### config.mk
export PLATFORM = sky130hd
export DESIGN_NAME = ysyx_24080014_lsu
export DESIGN_NICKNAME = d
export VERILOG_FILES = /design/src/rtl/ysyx_24080014_lsu.sv
export SDC_FILE = /design/constraint.sdc
export NUM_CORES = 1
export LEC_CHECK = 0
export ABC_AREA = 1
export BUFFER_PORTS_ARGS = -buffer_cell sky130_fd_sc_hd__buf_4
export CAP_MARGIN = 0
export CORE_AREA = 2 2 125 127
export DETAILED_ROUTE_END_ITERATION = 10
export DIE_AREA = 0 0 127 129
export PLACE_DENSITY = 0.81
export SLEW_MARGIN = 20
export SYNTH_ARGS = -nofsm -noshare
export SYNTH_HDL_FRONTEND = slang
export SYNTH_SLANG_ARGS = --single-unit
### constraint.sdc
create_clock -name clk -period 1.5 [get_ports clk]
set_input_delay 0.075 -clock clk [delete_from_list [all_inputs] [get_ports clk]]
set_output_delay 0.075 -clock clk [all_outputs]
set_load 0.01 [all_outputs]
### src/rtl/ysyx_24080014_lsu.sv
// ysyx_24080014_lsu: load/store unit, initiator side of the data-memory port.
// It accepts one EXU request, issues at most one memory beat, and returns one response.
// Optional macro YSYX_24080014_LSU_TIMEOUT_EN aborts a load that waits TIMEOUT cycles
// in WAIT_R. Without the macro, WAIT_R waits indefinitely for mem_ready.
module ysyx_24080014_lsu #(
    parameter int TIMEOUT = 16,
    parameter int CNT_W   = 5
) (
    input  logic        clk,
    input  logic        rst,
    input  logic        req_valid,
    output logic        req_ready,
    input  logic        req_wen,
    input  logic [1:0]  req_size,
    input  logic        req_unsigned,
    input  logic [31:0] req_addr,
    input  logic [31:0] req_wdata,
    output logic        resp_valid,
    input  logic        resp_ready,
    output logic [31:0] resp_rdata,
    output logic        resp_err,
    output logic        mem_valid,
    output logic        mem_wen,
    output logic        mem_ren,
    output logic [7:0]  mem_wmask,
    output logic [31:0] mem_waddr,
    output logic [31:0] mem_raddr,
    output logic [31:0] mem_din,
    input  logic        mem_ready,
    input  logic [31:0] mem_dout
);

    typedef enum logic [1:0] {IDLE, REQ, WAIT_R, RESP} state_t;

    state_t      state, state_nxt;
    logic        wen_q, uns_q, err_q;
    logic [1:0]  size_q;
    logic [31:0] addr_q, wdata_q, rdata_q;

    // Alignment check on the incoming request.
    // Size 11 is illegal, and a misaligned access never reaches memory.
    logic req_bad;
    always_comb begin
        req_bad = 1'b0;
        case (req_size)
            2'b00:   req_bad = 1'b0;
            2'b01:   req_bad = req_addr[0];
            2'b10:   req_bad = |req_addr[1:0];
            default: req_bad = 1'b1;
        endcase
    end

    logic fire_req, fire_resp, timed_out;
    assign fire_req  = req_valid & req_ready;
    assign fire_resp = resp_valid & resp_ready;

`ifdef YSYX_24080014_LSU_TIMEOUT_EN
    logic [CNT_W-1:0] cnt;
    assign timed_out = (state == WAIT_R) && !mem_ready && (cnt == CNT_W'(TIMEOUT - 1));

    // Count WAIT_R cycles that pass without mem_ready. The count restarts on every load issue.
    always_ff @(posedge clk) begin
        if (rst || state != WAIT_R) cnt <= '0;
        else if (!mem_ready)        cnt <= cnt + 1'b1;
    end
`else
    logic unused_cfg;
    assign unused_cfg = (TIMEOUT > CNT_W);
    assign timed_out  = 1'b0;
`endif

    // Load lane extraction: shift the addressed lane down, then extend it.
    logic [31:0] lane, load_data;
    always_comb begin
        lane      = mem_dout >> {addr_q[1:0], 3'b000};
        load_data = mem_dout;
        case (size_q)
            2'b00:   load_data = uns_q ? {24'h0, lane[7:0]}  : {{24{lane[7]}},  lane[7:0]};
            2'b01:   load_data = uns_q ? {16'h0, lane[15:0]} : {{16{lane[15]}}, lane[15:0]};
            default: load_data = mem_dout;
        endcase
    end

    // State register.
    always_ff @(posedge clk) begin
        if (rst) state <= IDLE;
        else     state <= state_nxt;
    end

    // Next-state logic and state-decoded outputs.
    always_comb begin
        state_nxt  = state;
        req_ready  = 1'b0;
        resp_valid = 1'b0;
        mem_valid  = 1'b0;
        mem_wen    = 1'b0;
        mem_ren    = 1'b0;
        mem_wmask  = 8'h00;
        mem_waddr  = 32'h0;
        mem_raddr  = 32'h0;
        mem_din    = 32'h0;
        case (state)
            IDLE: begin
                req_ready = 1'b1;
                if (fire_req) state_nxt = req_bad ? RESP : REQ;
            end
            REQ: begin
                mem_valid = 1'b1;
                mem_wen   = wen_q;
                mem_ren   = !wen_q;
                mem_waddr = {addr_q[31:2], 2'b00};
                mem_raddr = {addr_q[31:2], 2'b00};
                if (wen_q) begin
                    case (size_q)
                        2'b00:   mem_wmask = {4'h0, 4'b0001 << addr_q[1:0]};
                        2'b01:   mem_wmask = {4'h0, 4'b0011 << addr_q[1:0]};
                        default: mem_wmask = 8'h0F;
                    endcase
                    mem_din = wdata_q << {addr_q[1:0], 3'b000};
                end
                state_nxt = wen_q ? RESP : WAIT_R;
            end
            WAIT_R: begin
                if (mem_ready || timed_out) state_nxt = RESP;
            end
            RESP: begin
                resp_valid = 1'b1;
                if (fire_resp) state_nxt = IDLE;
            end
            default: state_nxt = IDLE;
        endcase
    end

    assign resp_rdata = resp_valid ? rdata_q : 32'h0;
    assign resp_err   = resp_valid & err_q;

    // Request latch and response capture.
    always_ff @(posedge clk) begin
        if (rst) begin
            wen_q   <= 1'b0;
            uns_q   <= 1'b0;
            size_q  <= 2'b00;
            addr_q  <= 32'h0;
            wdata_q <= 32'h0;
            rdata_q <= 32'h0;
            err_q   <= 1'b0;
        end else begin
            if (fire_req) begin
                wen_q   <= req_wen;
                uns_q   <= req_unsigned;
                size_q  <= req_size;
                addr_q  <= req_addr;
                wdata_q <= req_wdata;
                rdata_q <= 32'h0;
                err_q   <= req_bad;
            end else if (state == WAIT_R) begin
                if (mem_ready) begin
                    rdata_q <= load_data;
                    err_q   <= 1'b0;
                end else if (timed_out) begin
                    rdata_q <= 32'h0;
                    err_q   <= 1'b1;
                end
            end
        end
    end

endmodule

==> flow_summary.json <==
{
  "grt.overflow.total": 0,
  "floorplan.rows": 45,
  "cp_max_fo": 8,
  "gp_congestion": 0.909,
  "drc": 0,
  "ys_ff_latch": 103,
  "tritoncts": "yes",
  "post-route-period-util_pct": 116,
  "fp.coreArea_um2": 15000,
  "viasPerCell": 5.31,
  "max_freq_mhz": 572,
  "finish.utilization_pct": 73.1,
  "power_frac_comb_pct": 52.7,
  "setup_tns_ns": -14.42,
  "cts_root_buf": "clkbuf_16",
  "path_class": "flop to output port",
  "synth_edf_count": 0,
  "finalSetupViolCount": 133,
  "fp.dieW_um": 127,
  "start_util_pct": 39.3,
  "antenna_left": 0,
  "diodes": 0,
  "grt_start_max_net_pins": 75,
  "intPower_mw": 7.84,
  "critPathCaptureType": "output port",
  "fin_crit_ns": 1.75,
  "syn-instance-count": 932,
  "skew_ns": 0.0124,
  "cts_buffers": 9,
  "violations": "negative setup slack",
  "syn_avg_cell_area_um2": 6.32,
  "fin_nets": 1335,
  "hold_viol": 0,
  "wl_per_cell_um": 18.6,
  "p_clk_share_pct": 17.5,
  "drive_gt1_share_pct": 47.0,
  "power.density_nw_per_um2": 1270,
  "place_area_um2": 7780,
  "detailed_place_hpwl_mm": 13.7,
  "ys_seq_area_share_pct": 35.0,
  "max_cap_viol_count": 0,
  "ioPinCount": 247,
  "cp-start-kind": "flop",
  "path_clk_slew_ns": 0.08,
  "synthArstFlopShare_pct": 0,
  "hold_path.class": "primary input to flop",
  "wl_mm": 26.4,
  "ys_warn_count": 0,
  "grt.total_usage_pct": 24.1,
  "p_total_mw": 13.9,
  "power.net_switching_mw": 6.07,
  "netSwitchingFraction_pct": 43.7,
  "slew_violations": 0,
  "status": "complete, but fails checks",
  "clk-insertion-delay-late_ns": 0.37,
  "antenna_found_initial": 0,
  "synth_area_um2": 5890,
  "setup_ws_ns": -0.247,
  "cp.required_ns": 1.42,
  "htree_levels": 3,
  "placed_cells": 1305,
  "grt_pass1_vias": 6494,
  "grt_pass1_wl_mm": 31.7,
  "ys_types": 27,
  "p_leak_nw": 5.69,
  "power_frac_seq_pct": 29.8,
  "vias": 7533,
  "rsz0062_at_grt": "true",
  "floorplan.die_area_um2": 16400,
  "final_cells": 1418,
  "arrival_ns": 1.67,
  "max-vdd-ir-drop_mv": 0.866,
  "die_h_um": 129,
  "clock_sinks": 103,
  "post-route-cell-area_um2": 10900,
  "drt_iter0_drc": 667,
  "synthFlopType": "dfxtp_1",
  "drtPass1Iterations": 5,
  "clockBufferDepth": 2,
  "port_buffers": 238,
  "area_delta_synth_final_pct": 85.8
}
[layout make-up]
cell class                      instances  area [um2]
Fill cell                            1012        4030
Multi-Input combinational cell        619        3940
Timing Repair Buffer                  368        3810
Sequential cell                       103        2070
Inverter                              124         591
Tap cell                              188         235
Clock buffer                            9         225
Clock inverter                          7        72.6
[critical path: stages (launching register included)]
cell and delay [ns]:
dfxtp_4 0.36, buf_6 0.12, nor2_4 0.22, clkbuf_16 0.21, nand2_8 0.11, nor2_2 0.13
buf_4 0.14
[flip-flops by register name, indices dropped and copies added, names as in the netlist]
name	flops
wdata_q	32
err_q	1
addr_q	32
rdata_q	32
state	2
uns_q	1
wen_q	1
size_q	2
[cell families (layout without fill, tap and decap cells)]
group	count (synthesis)	count (layout)	synth area share, %
compound gates	170	170	15.6
simple gates	434	436	30.7
other cells	1	8	0.0636
fa+ha+maj	5	5	1.06
flops	103	103	35.0
buf+inv	219	508	17.7
[placed cells by master (no fill, tap or decap), drive strengths merged]
master and n:
buf 297, nor2 196, nand2 194, inv 125, dfxtp 103, o21ai 100, dlygate4sd3 59, a21oi 40
nand3 38, clkbuf 21, o22ai 14, a22oi 9, nand4 8, conb 8, a221oi 6, ha 5
clkinvlp 3, clkinv 3, o221ai 1
[power groups by stage]
| stage | Clock, mW | Combinational (mW) | Sequential [mW] |
|---|---|---|---|
| after global placement | 0 | 4.44 | 3.83 |
| after global routing | 2.55 | 7.79 | 4.21 |
| after floorplan | 0 | 3.12 | 3.75 |
| final | 2.43 | 7.34 | 4.15 |
| after detailed placement | 0 | 4.53 | 3.86 |
| after CTS | 2.44 | 4.96 | 3.84 |
[path summary, 6_finish.rpt]
check                                              start                  endpoint  slack [ns]  cells past startpoint
worst min-delay path                         mem_dout[4]   rdata_q[4]$_SDFFE_PP0P_       0.009                      3
worst max register to register     state[1]$_SDFFE_PP0P_   addr_q[20]$_SDFFE_PP0P_       -0.09                      8
worst min register to register  wdata_q[14]$_SDFFE_PP0P_  wdata_q[14]$_SDFFE_PP0P_        0.48                      2
worst max-delay path              addr_q[1]$_SDFFE_PP0P_                mem_din[3]       -0.25                      6
[metal layers]
metal | vias up | track usage, % | wire length, um
met5 | - | 0 | 0
met4 | 0 | 10.7 | 1100
li1 | 3469 | - | -
met3 | 91 | 4.86 | 2250
met2 | 440 | 44.1 | 13600
met1 | 3533 | 27.3 | 9450
[cell usage after synthesis, types with 8 or more instances]
cell type	instances	share of area (%)
nand2_1	192	12
nor2_1	192	12
inv_1	120	7.6
dfxtp_1	103	35
o21ai_0	100	8.5
buf_4	41	5.2
a21oi_1	40	3.4
clkbuf_1	30	1.9
nand3_1	24	2.0
buf_2	14	1.2
o22ai_1	14	1.5
nand3_2	11	1.9
a22oi_1	9	1.1
nand4_1	8	0.85
[what timing repair did]
action                                  CTS  global route
hold buffers                             59             0
resized for setup                        81           468
endpoints found under the setup margin  163           233
cloned                                    0            18
setup buffers                             3            19
hold endpoints to repair                 59             0
pin swaps                                 8            82
[stage by stage]
step	setup WS, ns	hold WS (ns)
after global placement	0.00149	0.294
after CTS	-0.172	0.00152
after global routing	-0.297	0.0148
after detailed placement	-0.0740	0.293
final	-0.247	0.00948
after floorplan	-0.00855	0.144
Power figures use the tool's default switching activity.
